--- src/rtl/rr_mux_pkg.sv ---
// Shared constants and helpers for the round-robin operand multiplexer.
// Imported by the grant encoder and the top level.
package rr_mux_pkg;

  localparam int DEF_WIDTH = 16;
  localparam int DEF_NCH   = 4;

  function automatic int sel_width(input int n);
    return (n < 2) ? 1 : $clog2(n);
  endfunction

endpackage

--- src/rtl/rr_grant.sv ---
// Rotating-priority encoder: the first requester at or after ptr wins,
// wrapping past the last channel back to channel 0.
module rr_grant
  import rr_mux_pkg::*;
#(
  parameter int NCH  = DEF_NCH,
  parameter int SELW = sel_width(NCH)
) (
  input  logic [NCH-1:0]  req,
  input  logic [SELW-1:0] ptr,
  output logic [NCH-1:0]  grant,
  output logic [SELW-1:0] idx,
  output logic            any
);

  logic [SELW:0]   s;
  logic [SELW-1:0] c;

  always_comb begin
    grant = '0;
    idx   = '0;
    any   = 1'b0;
    s     = '0;
    c     = '0;
    for (int k = 0; k < NCH; k++) begin
      s = {1'b0, ptr} + (SELW+1)'(k);
      if (s >= (SELW+1)'(NCH))
        s = s - (SELW+1)'(NCH);
      c = s[SELW-1:0];
      if (!any && req[c]) begin
        any      = 1'b1;
        grant[c] = 1'b1;
        idx      = c;
      end
    end
  end

endmodule

--- src/rtl/rr_mux_arbiter.sv ---
// N-channel operand mux with registered output and valid/ready handshake.
// Round-robin by default; force_en pins selection to force_sel.
module rr_mux_arbiter
  import rr_mux_pkg::*;
#(
  parameter int WIDTH = DEF_WIDTH,
  parameter int NCH   = DEF_NCH,
  parameter int SELW  = sel_width(NCH)
) (
  input  logic                 clk,
  input  logic                 rst,
  input  logic [NCH-1:0]       in_valid,
  input  logic [NCH*WIDTH-1:0] in_data,
  output logic [NCH-1:0]       in_ready,
  input  logic                 force_en,
  input  logic [SELW-1:0]      force_sel,
  output logic                 out_valid,
  output logic [WIDTH-1:0]     out_data,
  output logic [SELW-1:0]      out_sel,
  input  logic                 out_ready
);

  logic [SELW-1:0]  ptr;
  logic [NCH-1:0]   rr_gnt;
  logic [SELW-1:0]  rr_idx;
  logic             rr_any;
  logic [NCH-1:0]   f_gnt;
  logic             f_any;
  logic [NCH-1:0]   gnt;
  logic [SELW-1:0]  gidx;
  logic             gany;
  logic [WIDTH-1:0] gdata;
  logic             load;
  logic             take;

  rr_grant #(
    .NCH  (NCH),
    .SELW (SELW)
  ) u_grant (
    .req   (in_valid),
    .ptr   (ptr),
    .grant (rr_gnt),
    .idx   (rr_idx),
    .any   (rr_any)
  );

  // out-of-range force_sel matches no channel, so it grants nothing
  always_comb begin
    f_gnt = '0;
    f_any = 1'b0;
    for (int i = 0; i < NCH; i++) begin
      if (force_sel == SELW'(i) && in_valid[i]) begin
        f_gnt[i] = 1'b1;
        f_any    = 1'b1;
      end
    end
  end

  assign gnt  = force_en ? f_gnt : rr_gnt;
  assign gidx = force_en ? force_sel : rr_idx;
  assign gany = force_en ? f_any : rr_any;

  always_comb begin
    gdata = '0;
    for (int i = 0; i < NCH; i++) begin
      if (gnt[i])
        gdata = in_data[i*WIDTH +: WIDTH];
    end
  end

  assign load     = ~out_valid | out_ready;
  assign take     = load & gany & ~rst;
  assign in_ready = (load & ~rst) ? gnt : '0;

  always_ff @(posedge clk or posedge rst) begin
    if (rst) begin
      out_valid <= 1'b0;
      out_data  <= '0;
      out_sel   <= '0;
      ptr       <= '0;
    end else if (take) begin
      out_valid <= 1'b1;
      out_data  <= gdata;
      out_sel   <= gidx;
      if (!force_en)
        ptr <= (gidx == SELW'(NCH - 1)) ? '0 : gidx + SELW'(1);
    end else if (out_ready) begin
      out_valid <= 1'b0;
    end
  end

endmodule

--- config.mk ---
export PLATFORM = sky130hd
export DESIGN_NAME = rr_mux_arbiter
export DESIGN_NICKNAME = d
export VERILOG_FILES = /design/src/rtl/rr_mux_pkg.sv /design/src/rtl/rr_grant.sv /design/src/rtl/rr_mux_arbiter.sv
export SDC_FILE = /design/constraint.sdc
export NUM_CORES = 1
export LEC_CHECK = 0
export ABC_CLOCK_PERIOD_IN_PS = 8300
export CAP_MARGIN = 40
export CORE_MARGIN = 2
export CORE_UTILIZATION = 29
export DETAILED_ROUTE_END_ITERATION = 12
export GPL_TIMING_DRIVEN = 0
export REMOVE_ABC_BUFFERS = 1
export SLEW_MARGIN = 15
export SYNTH_ARGS = -nofsm -noshare
export SYNTH_HDL_FRONTEND = slang
export SYNTH_SLANG_ARGS = --single-unit
--- constraint.sdc ---
create_clock -name clk -period 8.3 [get_ports clk]
set_clock_uncertainty 0.15 [all_clocks]
set_input_delay 1.245 -clock clk [delete_from_list [all_inputs] [get_ports clk]]
set_output_delay 1.245 -clock clk [all_outputs]
set_load 0.05 [all_outputs]
==> flow_summary.ini, run 1 <==
[yosys]
ys_top_cells_by_area = dfrtp_1 (24%), o211ai_2 (7.5%), a32oi_1 (6.9%)
synthFlopType = dfrtp_1
yosys.cell_types.count = 48
ys_seq_elements = 21
yosysMostFrequentCell = nand2_1
yosys_warnings = 0
synth_edf_count = 0
synth_area_leader_cell = dfrtp_1
synth_common_cells = nand2_1 (28), dfrtp_1 (21), and3_1 (18)
syn-cell-area_sq_mm = 0.002166
async_flop_share = 1.000
synth_cells = 242
synth_top_area_frac = 0.2426
synth.yosys.seq_area_share = 0.2426
synth.avg_cell_area_sq_um = 8.950

[clock_network]
cts_tree = done
clock_tree.htree_level_count = 1
holdBufCountCts = 0
post_cts_resized = 0
insertion_delay_ps = 280
max-clock-path-buffers = 2
clockRootBuffer = clkbuf_8
clock_sinks = 21
cts_made_buffers = 3
cts_setup_buffers = 0
clk_pin_slew_ps = 80

[pwr]
seqPwrFrac = 0.199
power_density_mw_per_mm2 = 290.5
cellLeakagePower_nw = 1.231
sw_frac_of_total = 0.5342
p_clk_frac = 0.079
power.switching_mw = 0.4973
combPwrFrac = 0.722
p_int_mw = 0.4336
worst_ir_drop_vdd_mv = 0.07990

[sta]
timing.final.crit_share = 0.7606
setup_violations = 0
fin_ws_ps = 1987
grt_setup_unrepaired = no
worst_pin_slew_ps = 944.6
finalCriticalPeriod_ps = 6313
hold_viol = 0
fin_tns_setup_ps = 0
maxSlewHeadroom = 0.3703
fmax_mhz = 158.4
slew_viol_final = 0

[global_route]
grt_pass1_vias = 2255
grt_max_degree = 35
overflow = 0
grt_usage = 0.1835
antenna_found_initial = 0
grt_pass1_wl_microns = 12360

[critical_path]
cp_common_cell = clkdlybuf4s50_1
worstSetupPathType = input port to primary output
crit_buf_inv = 2
required_ps = 6900
cp.arrival_ps = 4920
crit_fanout = 18
crit_path_top_delay_cell = clkdlybuf4s50_1
start_kind = input port
end_kind = primary output
cpLargestDelayFamily = buffers and inverters
slowest_delay_ps = 820
crit_path_cell_trace = clkdlybuf4s50_1 > or3b_2 > a2111oi_4 > o21a_1 > o41a_1 > and3_1 > clkdlybuf4s50_1

[floorplanning]
core_area_sq_mm = 0.007253
die_area_sq_mm = 0.008176
initial_core_util = 0.2986
std_cell_rows = 31
fp.dieW_microns = 90.42
die_y_microns = 90.42
ioPinCount = 97

[min_path]
min_path_type = flop to flop

[routing]
drc = 0
drt-total-wl_microns = 7707
firstDrtPassIters = 4
wl_per_cell_microns = 18.35
vias = 2336
ant_nets = 0
drtIter0Drc = 124
vias_per_cell = 5.562

[cells_and_area]
nNetsFinal = 403
post-route-util = 0.4418
area_growth_pct = 47.95
drive_gt1_frac = 0.09969
diodes = 0

[place]
place_ws_ps = 1999
numPortBuffers = 96
gp_congestion = 0.8169
hpwl_microns = 5481

[flow_run]
cap_violations = 0

[run_status]
status = finished, final reports clean
==> layer usage <==
metal,GRT usage,vias up,part of all wire
li1,-,1117,-
met1,0.2341,1117,0.44
met2,0.3145,90,0.49
met3,0.04174,12,0.057
met4,0.04359,0,0.015
met5,0,-,0
==> sequential cells by signal (all words and copies together) (netlist names) <==
signal and flops:
out_data 16, out_sel 2, out_valid 1, ptr 2
==> cell usage in the layout, fill, tap and decap left out, types with 6 or more instances in the layout <==
| master | synthesis | routed |
|---|---|---|
| o21ai_0 | 8 | 8 |
| a2bb2oi_1 | 16 | 16 |
| clkdlybuf4s50_1 | 0 | 96 |
| ha_1 | 7 | 7 |
| a21oi_1 | 6 | 6 |
| and3_1 | 18 | 18 |
| a32oi_1 | 17 | 17 |
| o211ai_2 | 13 | 13 |
| dfrtp_1 | 21 | 21 |
| nand2_1 | 28 | 28 |
| nor2_1 | 11 | 11 |
| nand4_1 | 17 | 17 |
| inv_1 | 9 | 9 |
==> tightest hold or removal path, cell delays in order, from the launching register on <==
cell and delay (ps):
dfrtp_1 350, nand2_1 50, o21ai_0 60
==> through the flow <==
step	power (mW)	hold WS (ps)	instance area, sq um	std cells
2_1_floorplan	0.6363	598.1	2011	217
3_3_place_gp	0.8500	318.3	3095	412
3_5_place_dp	0.8582	332.3	3158	416
4_1_cts	0.9315	353.8	3204	420
5_1_grt	0.9880	375.7	3204	420
6_report	0.9309	344.3	3204	420
==> power groups by stage <==
stage | clock [mW] | combinational [mW] | sequential [mW]
floorplan | 0 | 0.326 | 0.311
global placement | 0 | 0.664 | 0.186
detailed placement | 0 | 0.670 | 0.189
CTS | 0.0748 | 0.671 | 0.186
global route | 0.0799 | 0.716 | 0.192
finish | 0.0739 | 0.672 | 0.185
==> kinds of logic after synthesis <==
family | Yosys count | share of synthesized area
XOR/XNOR | 1 | 0.004045
buffers and inverters | 35 | 0.08896
AND/OR/NAND/NOR | 89 | 0.2265
AO/OA/AOI/OAI | 82 | 0.3478
flip-flops | 21 | 0.2426
adder cells (fa/ha/maj) | 7 | 0.04044
multiplexers | 7 | 0.04968
==> worst paths after layout <==
path	start	slack, ps	endpoint	depth (start not counted)
max	in_valid[3]	1990	in_ready[2]	7
min	out_sel[0]	340	out_sel[0]	2
max reg2reg	ptr[0]	4150	out_data[4]	7
min reg2reg	out_sel[0]	340	out_sel[0]	2
max in group asynchronous	rst	6500	ptr[1]	3
min in group asynchronous	rst	1100	out_data[13]	2
==> cell type report <==
cell class	instances	area [sq um]
clock buffers	3	41.29
clock inverters	1	5.005
fillers	710	4049
inverters	10	37.54
multi-input cells	186	1449
flip-flops and latches	21	525.5
well taps	99	123.9
repair buffers	100	1022
No activity file was read; power rests on OpenSTA's default activity.
==> run 2, diff against run 1 <==
- ABC_CLOCK_PERIOD_IN_PS: 8300 -> 5700
- clock period: 8.3 -> 5.7 ns (I/O delays scaled with it)
==> flow_summary.ini, run 2 (same netlist as run 1, synthesis figures left out) <==
[sta]
maxSlewHeadroom = 0.3662
hold_viol = 0
setup_violations = 0
finalCriticalPeriod_ps = 5498
whs_ps = 344.8
grt_setup_unrepaired = no
slew_viol_final = 0
worst_pin_slew_ps = 950.7
fin_tns_setup_ps = 0
timing.final.crit_share = 0.9645
fmax_mhz = 181.9

[clock_network]
clockRootBuffer = clkbuf_8
cts_setup_buffers = 0
cts_tree = done
clk_pin_slew_ps = 80
clock_sinks = 21
max-clock-path-buffers = 2
clock_tree.htree_level_count = 1
insertion_delay_ps = 280
cts_made_buffers = 3

[cells_and_area]
largest_register = out_data
top_regs = out_data x16, out_sel x2, ptr x2
drive_gt1_frac = 0.1059
layout_common_cells = clkdlybuf4s50_1 (96), nand2_1 (28), dfrtp_1 (20)
final_common_cell = clkdlybuf4s50_1
finalNonFillerCells = 420
post-route-util = 0.4421
area_growth_pct = 48.06
diodes = 0
largest_register_ffs = 16
fillers = 708
nNetsFinal = 403

[floorplanning]
ioPinCount = 97
die_y_microns = 90.42
die_area_sq_mm = 0.008176
std_cell_rows = 31
initial_core_util = 0.2986
core_area_sq_mm = 0.007253
fp.dieW_microns = 90.42

[global_route]
grt_pass1_wl_microns = 12360
antenna_found_initial = 0
overflow = 0
grt_pass1_vias = 2255
grt_usage = 0.1835
grt_max_degree = 35

[place]
numPortBuffers = 96
dp.cells = 416
hpwl_microns = 5481
gp_congestion = 0.8169

[critical_path]
cpLargestDelayFamily = buffers and inverters
start_kind = input port
slowest_delay_ps = 840
required_ps = 4700
worstSetupPathType = input port to primary output
crit_fanout = 18
crit_path_cell_trace = clkdlybuf4s50_1 > mux4_2 > or4_1 > a221o_1 > a31oi_1 > clkdlybuf4s50_1
crit_path_top_delay_cell = clkdlybuf4s50_1
crit_buf_inv = 2
cp_common_cell = clkdlybuf4s50_1
cp.arrival_ps = 4490
end_kind = primary output

[pwr]
power_density_mw_per_mm2 = 423.0
cellLeakagePower_nw = 1.234
worst_ir_drop_vdd_mv = 0.1156
total_power_mw = 1.357

[routing]
vias_per_cell = 5.626
firstDrtPassIters = 4
wl_per_cell_microns = 18.46
drtIter0Drc = 124
ant_nets = 0
drt-total-wl_microns = 7754
drc = 0
vias = 2363

[min_path]
min_path_type = flop to flop

[flow_run]
cap_violations = 0

[run_status]
status = finished, final reports clean
## run 2: layout make-up
class	instances	area (sq um)	share of cell area
Multi-Input combinational cell	186	1450	0.4522
Timing Repair Buffer	100	1022	0.3188
Sequential cell	21	526.8	0.1643
Tap cell	99	123.9	0.03863
Clock buffer	3	41.29	0.01288
Inverter	10	37.54	0.01171
Clock inverter	1	5.005	0.001561
## run 2: power by group
group | internal (mW) | leakage (nW) | total (mW) | switching [mW]
sequential | 0.211 | 0.261 | 0.271 | 0.0601
combinational | 0.373 | 0.947 | 0.978 | 0.605
clock | 0.0490 | 0.0255 | 0.108 | 0.0585
## run 2: what timing repair did
action | in CTS | in global routing
resized for setup | 0 | 2
setup endpoints to repair | 0 | 3
hold buffers | 0 | 0
## run 2: per-layer routing
| layer | wire [microns] | global-route usage |
|---|---|---|
| met3 | 464 | 0.04174 |
| met4 | 112 | 0.04359 |
| met2 | 3812 | 0.3145 |
| met5 | 0 | 0 |
| met1 | 3364 | 0.2341 |
## run 2: worst register-to-register path, cell delays in order, from the launching register on
cell      delay (ps)
dfrtp_2          570
inv_1            200
ha_1             540
mux4_2           470
or4_1            530
a221o_1          630
nand3_4          370
a32oi_1          120
o211ai_2         200
## run 2: path summary, 6_finish.rpt
check,startpoint,to,slack [ps],depth (start not counted)
min in group asynchronous,rst,out_data[13],710,2
setup reg to reg,ptr[0],out_data[1],1830,8
max in group asynchronous,rst,ptr[1],4290,3
setup / recovery,in_valid[1],in_ready[1],200,6
hold / removal,out_sel[0],out_sel[0],340,2
hold reg to reg,out_sel[0],out_sel[0],340,2
## run 2: per-stage QoR
| stage | cell area, sq um | setup slack (ps) |
|---|---|---|
| floorplan | 2011 | 1047 |
| detailed placement | 3158 | 179.0 |
| finish | 3207 | 202.1 |
| global placement | 3095 | -7.804 |
| CTS | 3204 | 54.94 |
| global route | 3207 | 97.79 |
==> run 3, diff against run 2 <==
- ABC_CLOCK_PERIOD_IN_PS: 5700 -> unset
- CORE_ASPECT_RATIO: unset -> 0.5
- clock period: 5.7 -> 4.8 ns (I/O delays scaled with it)
==> flow_summary.ini, run 3 (same netlist as run 1, synthesis figures left out) <==
[place]
place_ws_ps = -471.0
dpl-instance-area_sq_mm = 0.003158
numPortBuffers = 96
gp_congestion = 0.8731
hpwl_microns = 5415
dp.cells = 413

[routing]
wl_per_cell_microns = 18.06
vias_per_cell = 5.561
vias = 2330
drtIter0Drc = 119
ant_nets = 0
drc = 0
drt-total-wl_microns = 7568
firstDrtPassIters = 4

[cells_and_area]
finalNonFillerCells = 419
largest_register_ffs = 16
fillers = 707
nNetsFinal = 405
layout_common_cells = clkdlybuf4s50_1 (91), nand2_1 (28), dfrtp_1 (19)
largest_register = out_data
fin_area_sq_mm = 0.003269
top_regs = out_data x16, out_sel x2, ptr x2
area_growth_pct = 50.95
diodes = 0
drive_gt1_frac = 0.1238
post-route-util = 0.4482
final_common_cell = clkdlybuf4s50_1

[sta]
slew_viol_final = 0
fin_tns_setup_ps = 0
maxSlewHeadroom = 0.4582
finalCriticalPeriod_ps = 4659
hold_viol = 0
grt_setup_unrepaired = no
worst_pin_slew_ps = 809.2
setup_violations = 0
fin_ws_ps = 140.8
fmax_mhz = 214.6
whs_ps = 334.0
timing.final.crit_share = 0.9707

[flow_run]
cap_violations = 0

[global_route]
grt_usage = 0.1806
grt_pass1_wl_microns = 12110
overflow = 0
grt_pass1_vias = 2310
antenna_found_initial = 0
grt_max_degree = 35

[clock_network]
cts_tree = done
clk_pin_slew_ps = 60
clock_sinks = 21
holdBufCountCts = 0
insertion_delay_ps = 250
clockRootBuffer = clkbuf_16
clock_tree.htree_level_count = 1
max-clock-path-buffers = 2
cts_made_buffers = 3

[pwr]
total_power_mw = 1.689
p_clk_frac = 0.107
seqPwrFrac = 0.195
power.switching_mw = 0.8670
p_int_mw = 0.8215
cellLeakagePower_nw = 1.280
worst_ir_drop_vdd_mv = 0.1763
sw_frac_of_total = 0.5135
power_density_mw_per_mm2 = 516.5
combPwrFrac = 0.698

[critical_path]
cp.arrival_ps = 3790
required_ps = 3930
worstSetupPathType = input port to primary output
crit_fanout = 13
r2r_setup_slack_ps = 1090
start_kind = input port
end_kind = primary output

[min_path]
min_path_type = flop to flop

[floorplanning]
ioPinCount = 97
fp.dieW_microns = 126.2
std_cell_rows = 22
initial_core_util = 0.2969
die_y_microns = 65.11
die_area_sq_mm = 0.008218
core_area_sq_mm = 0.007295

[run_status]
status = finished, final reports clean
-- run 3: per-layer routing --
layer  global-route usage  share of wire  up-vias
li1                     -              -     1115
met1               0.2337           0.44     1168
met2               0.3246           0.52       41
met3              0.02932          0.028        6
met4              0.03434         0.0070        0
met5                    0              0        -
-- run 3: critical path, stage by stage --
cell	delay (ps)
clkdlybuf4s50_1	620
mux4_2	670
a2111oi_0	570
o41a_2	260
and3_1	160
clkdlybuf4s50_1	790
-- run 3: final timing paths --
path | start | to | cells after the start
hold / removal | out_sel[0] | out_sel[0] | 2
max in group asynchronous | rst | ptr[0] | 3
setup reg to reg | ptr[0] | out_data[6] | 8
hold reg to reg | out_sel[0] | out_sel[0] | 2
setup / recovery | in_valid[2] | in_ready[2] | 6
min in group asynchronous | rst | out_data[6] | 2
-- run 3: area by class of cell --
class,instances,area (sq um),share of cell area
Multi-Input combinational cell,186,1454,0.4447
Timing Repair Buffer,102,1051,0.3215
Sequential cell,21,528.0,0.1615
Tap cell,96,120.1,0.03674
Clock buffer,4,78.83,0.02411
Inverter,10,37.54,0.01148
-- run 3: power by group through the flow --
stage / sequential, mW / combinational (mW) / clock, mW
after floorplan: 0.537 / 0.563 / 0
after global placement: 0.322 / 1.13 / 0
after detailed placement: 0.326 / 1.15 / 0
after CTS: 0.326 / 1.16 / 0.185
after global routing: 0.341 / 1.26 / 0.193
final: 0.329 / 1.18 / 0.181
-- run 3: what timing repair did --
action,in CTS,in global routing
pin swaps,1,0
endpoints found under the setup margin,4,3
resized for setup,10,5
buffers inserted,1,0
